`src/rtl/nor_rr_scheduler.sv`:
```
// ============================================================================
// nor_rr_scheduler : four lanes share one registered 2-input NOR unit,
//                    granted round-robin, one operation every four cycles.
// Revision: 1.0
// ============================================================================
`default_nettype none

module nor_rr_scheduler (
  input  logic       clk_i,
  input  logic       reset_i,
  input  logic [3:0] req_i,
  input  logic [3:0] op_a_i,
  input  logic [3:0] op_b_i,
  output logic [3:0] grant_o,
  output logic       busy_o,
  output logic       done_o,
  output logic [1:0] done_lane_o,
  output logic       result_o,
  output logic [3:0] res_vec_o,
  output logic [3:0] valid_vec_o
);

  typedef enum logic [1:0] {
    S_IDLE = 2'd0,
    S_LOAD = 2'd1,
    S_EVAL = 2'd2,
    S_DONE = 2'd3
  } state_t;

  state_t     state_q, state_d;
  logic [1:0] lane_q, lane_d;
  logic [1:0] ptr_q;
  logic       opa_q, opb_q;
  logic       nor_q;
  logic [3:0] res_q;
  logic [3:0] valid_q;

  logic [1:0] sel_lane;
  logic [1:0] cand;

  // Scan from the farthest candidate back to ptr so the nearest requester wins.
  always_comb begin
    sel_lane = ptr_q;
    cand     = ptr_q;
    for (int k = 3; k >= 0; k--) begin
      cand = ptr_q + 2'(k);
      if (req_i[cand]) begin
        sel_lane = cand;
      end
    end
  end

  always_comb begin
    state_d = state_q;
    lane_d  = lane_q;
    case (state_q)
      S_IDLE: begin
        if (|req_i) begin
          lane_d  = sel_lane;
          state_d = S_LOAD;
        end
      end
      S_LOAD:  state_d = S_EVAL;
      S_EVAL:  state_d = S_DONE;
      S_DONE:  state_d = S_IDLE;
      default: state_d = S_IDLE;
    endcase
  end

  always_ff @(posedge clk_i) begin
    if (reset_i) begin
      state_q <= S_IDLE;
      lane_q  <= 2'd0;
      ptr_q   <= 2'd0;
      opa_q   <= 1'b0;
      opb_q   <= 1'b0;
      nor_q   <= 1'b0;
      res_q   <= 4'd0;
      valid_q <= 4'd0;
    end else begin
      state_q <= state_d;
      lane_q  <= lane_d;
      case (state_q)
        S_LOAD: begin
          opa_q           <= op_a_i[lane_q];
          opb_q           <= op_b_i[lane_q];
          valid_q[lane_q] <= 1'b0;
        end
        S_EVAL: begin
          nor_q <= ~(opa_q | opb_q);
        end
        S_DONE: begin
          res_q[lane_q]   <= nor_q;
          valid_q[lane_q] <= 1'b1;
          ptr_q           <= lane_q + 2'd1;
        end
        default: begin
        end
      endcase
    end
  end

  // Every output is a decode of registered state only.
  assign busy_o      = (state_q != S_IDLE);
  assign grant_o     = busy_o ? (4'b0001 << lane_q) : 4'b0000;
  assign done_o      = (state_q == S_DONE);
  assign done_lane_o = done_o ? lane_q : 2'd0;
  assign result_o    = done_o & nor_q;
  assign res_vec_o   = res_q;
  assign valid_vec_o = valid_q;

endmodule

`default_nettype wire

```
`config.mk`:
```
export PLATFORM = sky130hd
export DESIGN_NAME = nor_rr_scheduler
export DESIGN_NICKNAME = d
export VERILOG_FILES = /design/src/rtl/nor_rr_scheduler.sv
export SDC_FILE = /design/constraint.sdc
export NUM_CORES = 1
export LEC_CHECK = 0
export ABC_AREA = 0
export CORE_UTILIZATION = 44
export DETAILED_ROUTE_END_ITERATION = 8
export GPL_TIMING_DRIVEN = 0
export PLACE_DENSITY = 0.88
export SLEW_MARGIN = 25
export SYNTH_ARGS = -nofsm -noshare
export SYNTH_HDL_FRONTEND = slang
export SYNTH_SLANG_ARGS = --single-unit
```
`constraint.sdc`:
```
create_clock -name clk_i -period 1.5 [get_ports clk_i]
set_clock_uncertainty 0.1 [all_clocks]
set_input_delay 0.225 -clock clk_i [delete_from_list [all_inputs] [get_ports clk_i]]
set_output_delay 0.225 -clock clk_i [all_outputs]
set_load 0.02 [all_outputs]
```
======== After elaboration in Yosys (flattened, before gate mapping) ========
Cells that the tools add are included.
word-level totals
  register bits after elaboration ......... 17
  logic and storage cells ................. 59
operators by class
  add/subtract/negate cells ............... 4
  order comparisons ....................... 6
  mux-type cells .......................... 24
  reductions and logical operators ........ 6
  shift operators ......................... 1
  bitwise logic cells ..................... 6
  eq/ne operators ......................... 4
operator list
  operator               count
  $lt A2 B3 Y1 const B   5
  $bmux W1 S2            6
  $mux W2                6
  $pmux W2 S4            1
  $pmux W4 S2            1
  $mux W1                7
  $add A2 B1 Y2 const B  2
  $add A2 B2 Y2 const B  2
  $and A4 B4 Y4          1
  $bwmux W4              1
  $eq A2 B2 Y1 const B   2
  $mux W4                1
  $not A4 Y4             1
  $or A4 B4 Y4           1
  $reduce_bool A2 Y1     2
  $reduce_or A4 Y1       1
  $shl A1 B2 Y4 const A  1
  $demux W1 S2           1
  $eq A2 B1 Y1 const B   1
  $ge A2 B1 Y1 const B   1
  $logic_not A2 Y1       1
  $ne A2 B2 Y1 const B   1
  $reduce_and A2 Y1      1
  $and A1 B1 Y1          1
  other kinds (3)        3

======== Depth between registers and ports, before layout ========
Gate-level depths: netlist (run 1).
  depth in word-level cells ............... 7
  depth in mapped cells ................... 6

======== Worst setup path after synthesis (run 1) ========
Ideal clock, no wire load.
  path type ............................... register -> output
  start ................................... reg state_q[0]
  end ..................................... out done_lane_o[1]
  setup slack ............................. -0.081 ns
  required time ........................... 1.175 ns
  path buffers ............................ 1
  data arrival time ....................... 1.256 ns
  stages on the path, launching flop included .. 4
  path through ............................ dfxtp_1 ha_1 clkbuf_1 and2_1
on the way
  word-level cells in the longest chain between the ends .. 2
RTL lines
  item                    RTL line  RTL
  from (decl)             30        state_t state_q, state_d;
  from (signal assigned)  81        state_q <= state_d;
  $eq A2 B2 Y1            106       assign done_o = (state_q == S_DONE);
  via done_o              16        output logic done_o,
  $mux W2                 107       assign done_lane_o = done_o ? lane_q : 2'd0;
  to (decl)               17        output logic [1:0] done_lane_o,
The timed path passes the listed nets, and every way through them passes these cells.

======== Final worst setup path (run 1) ========
  start ................................... reg state_q[0]
  end ..................................... out result_o
on the way
  word-level cells in the longest chain between the ends .. 2
RTL lines
  item           RTL line  RTL
  $eq A2 B2 Y1   106
  $and A1 B1 Y1  108       assign result_o = done_o & nor_q;
  to (decl)      18        output logic result_o,
No other way between the ends.

==> results summary, run 1 <==
The flow ran to the end, but the final reports show violations. The checks that failed: setup timing. Of the total synthesized cell area, the portion taken by AND, OR, NAND and NOR gates is 23.6%.

The number of antenna violations at the first check in global routing came to 0. The final count of pins violating max slew is 0. The number of nets in the synthesized netlist is 130. The worst setup path is captured at an output pin. By area, the combinational part of the netlist is dominated by simple AND/OR/NAND/NOR gates.

The total I/O pin count came out at 31. Global routing consumed, over all layers together, 24.9% of the routing resources. The floorplan step set the die height to 47.8 um. The async set or reset register ratio after synthesis came out at 0%. The core outline area is 1960 um2. The worst setup path is of the reg -> out kind. The worst min-delay path class is in -> reg. The violation count after the first detailed-routing iteration is 33. The worst register-to-register path has a depth of 7. The cell row count is 16. The period utilization is 105%. The maximum clock rate is 636 MHz. The leakage power came out at 0.643 nW.

The share of post-route cells with drive strength above 1 is 34.0%. Global routing finished with a remaining overflow of 0. The total of fill cells in the finished design is 135. The largest vdd supply drop is 742 uV. The slowest stage of the critical path is the dfxtp_4 cell. The maximum count of clock buffers along a single path is 2.

CTS placed an instance of clkbuf_4 at the clock tree root. STA classifies the critical path startpoint as a flip-flop. 0 antenna diodes ended up in the layout. The flip-flop cell with the highest count after synthesis is dfxtp_1. Summing the sequential cell areas from Yosys gives 36.9% of the chip area. The total of endpoints with negative setup slack in the final report is 8.

The cell family contributing the most delay on the critical path is flip-flops. Counting instances, the worst hold path has a depth of 2. The signal arrival time at the worst endpoint is 1.25 ns. The sum of routed wire length over all layers is 2970 um. The portion of synthesized area spent on multiplexers is 10.3%. In this run the number of cells on the critical path is 4. The number of routed nets with antenna violations came out at 0. In this run, synthesis produced a sequential element count of 17.

The number of buffers and inverters on the critical path is 2. The number of buffer cells added on primary ports came out at 29. The largest fanout on the critical path is 5. Once layout is complete, the utilization of the core stands at 76.1%.

The worst hold margin is 0.0378 ns. The via count of the first global-routing pass is 878. The number of max-cap violations came out at 0. The die width is 47.8 um. The number of vias after detailed routing is 1,006. The minimum clock period after layout came out at 1.57 ns. For the pin with the worst max-slew slack, the measured transition is 0.431 ns. The mean routed wirelength per cell is 16.5 um. During synthesis, Yosys emitted a total of 0 warnings. The effective utilization at floorplan came out at 47.0%.

The power density normalized to cell area came out at 1180 nW/um2. The critical path's largest stage delay came out at 0.38 ns. The first-pass GRT wire length is 3860 um. The number of enable flip-flop cells after synthesis is 0. In this run the number of H-tree levels came out at 1. The detailed-placement wirelength estimate is 1630 um.

The clock latency at the later pin of the worst-skew pair is 0.29 ns. The post-synthesis cell type count came out at 25. After synthesis the cells add up to 922 um2. The number of instances in the synthesized netlist is 108. The clock slew seen by the registers of the worst setup and hold paths is 0.10 ns. The area added between synthesis and finish is 61.9%. A synthesized cell averages 8.54 um2. Measured against its own limit, the worst slew margin works out to 71.3%. The weighted congestion reported at the end of routability-driven placement came out at 0.797. The TritonCTS clock tree is done.

Setup repair after global routing could not meet its margin everywhere. The count of endpoints failing hold in the final timing report was 0. The die area came out at 2280 um2. After Yosys synthesis, XOR and XNOR cells account for 0% of the synthesized area. The ratio of routed vias to standard cells is 5.59.

Clock tree synthesis found a total of 17 sinks. Summing the areas of all fa, ha and maj instances in the mapped netlist gives 10.9% of the synthesized area. The maximum number of pins on one net before global-route repair came out at 11. Traced cell by cell, the critical path runs through ha_4 > buf_8 > and2_4 > buf_6. The final net count is 176. The first-pass detailed-route iteration total came out at 4. The fraction of the mapped netlist area in compound gates came out at 11.5%. TritonCTS created 3 clock buffers.

The number of remaining DRC errors is 0. In the post-route analysis, the smallest setup slack over all paths is -0.0729 ns. STA puts the critical path data required time at 1.17 ns.
## power breakdown
part / internal [W] / switching [W]
Clock: 0.000104 / 0.000146
Combinational: 0.000457 / 0.000437
Sequential: 0.000525 / 0.0000956
## layer usage
layer	up-vias	part of all wire, %	wire length (um)	global-route usage (%)
met5	-	0	0	0
met4	0	3.6	106	11.7
met3	12	5.0	150	3.40
met2	58	53	1590	48.1
met1	483	38	1130	25.9
li1	453	-	-	-
## worst register-to-register path, cell delays in order, from the launching register on
cell     delay [ns]
dfxtp_4        0.40
inv_4          0.05
buf_4          0.12
buf_4          0.12
buf_4          0.12
ha_2           0.19
mux2i_1        0.19
nor2_1         0.08
## cells in the mapped netlist, types with 2 or more instances
cell type  count  share of area (%)
a21oi_1       10                5.4
and2_1         3                2.0
clkbuf_1       3                1.2
dfxtp_1       17                 37
ha_1           8                 11
inv_1          8                3.3
mux2i_1        5                5.4
mux4_2         2                4.9
nand2_1       19                7.7
nand3_1        4                2.2
nor2_1         9                3.7
nor2b_1        5                3.4
nor3_1         2                1.1
o211a_1        2                2.2
## per-stage QoR
step	TNS [ns]	total power [W]	cell area (um2)	setup WS [ns]	std cells
final	-0.355	0.00176	1490	-0.0729	180
after global routing	-0.774	0.00185	1490	-0.108	180
after CTS	-0.454	0.00158	1390	-0.0907	180
after detailed placement	-4.30	0.00117	1250	-0.458	164
after global placement	-3.78	0.00114	1250	-0.433	164
after floorplan	0	0.000950	923	0.00674	108
## path summary, 6_finish.rpt
check                             startpoint           end  slack [ns]
worst max-delay path              state_q[0]      result_o       -0.07
worst min-delay path                 reset_i    state_q[1]        0.04
worst max register to register    state_q[0]         nor_q        0.02
worst min register to register  res_vec_o[2]  res_vec_o[2]        0.36
## what timing repair did
| action | 4_1_cts | 5_1_grt |
|---|---|---|
| endpoints found under the setup margin | 19 | 17 |
| endpoints found under the hold margin | 0 | 0 |
| resized for setup | 73 | 28 |
| buffers inserted | 12 | 2 |
| pin swaps | 3 | 3 |
| hold buffers | 0 | 0 |
## logic make-up after synthesis
group | count (synthesis)
compound gates | 17
fa+ha+maj | 8
buf+inv | 13
flops | 17
mux | 7
simple gates | 46
## placed cells by master, fill, tap and decap left out, types with 2 or more instances in the layout
master / instances
nor3_1: 2
nor2b_1: 2
ha_4: 6
mux2i_1: 5
buf_6: 7
o211a_1: 2
nand3_1: 4
a21oi_1: 10
inv_4: 4
nor2_1: 9
dfxtp_4: 4
dfxtp_1: 13
clkbuf_4: 3
and2_4: 2
buf_4: 15
dlygate4sd2_1: 11
nor2b_2: 2
nand2_1: 19
inv_1: 3
clkdlybuf4s50_1: 8
mux4_2: 2
clkbuf_1: 2
## cell type report
class,instances,area (um2),area share (%)
multi-input combinational,78,614,41.2
clock buffer,4,26.3,1.76
buffer,3,32.5,2.18
timing repair buffer,43,390,26.2
tap,27,33.8,2.26
inverter,8,40.0,2.68
sequential,17,355,23.8
Note: power is estimated with default switching activity, not from simulation.
==> inputs of run 2 (changes only) <==
--- a/config.mk
+++ b/config.mk
@@ -6,6 +6,7 @@
 export NUM_CORES = 1
 export LEC_CHECK = 0
 export ABC_AREA = 0
+export CAP_MARGIN = 15
 export CORE_UTILIZATION = 44
 export DETAILED_ROUTE_END_ITERATION = 8
 export GPL_TIMING_DRIVEN = 0
==> results of run 2 <==
The final DEF is identical to that of run 1; final timing and power are the same.
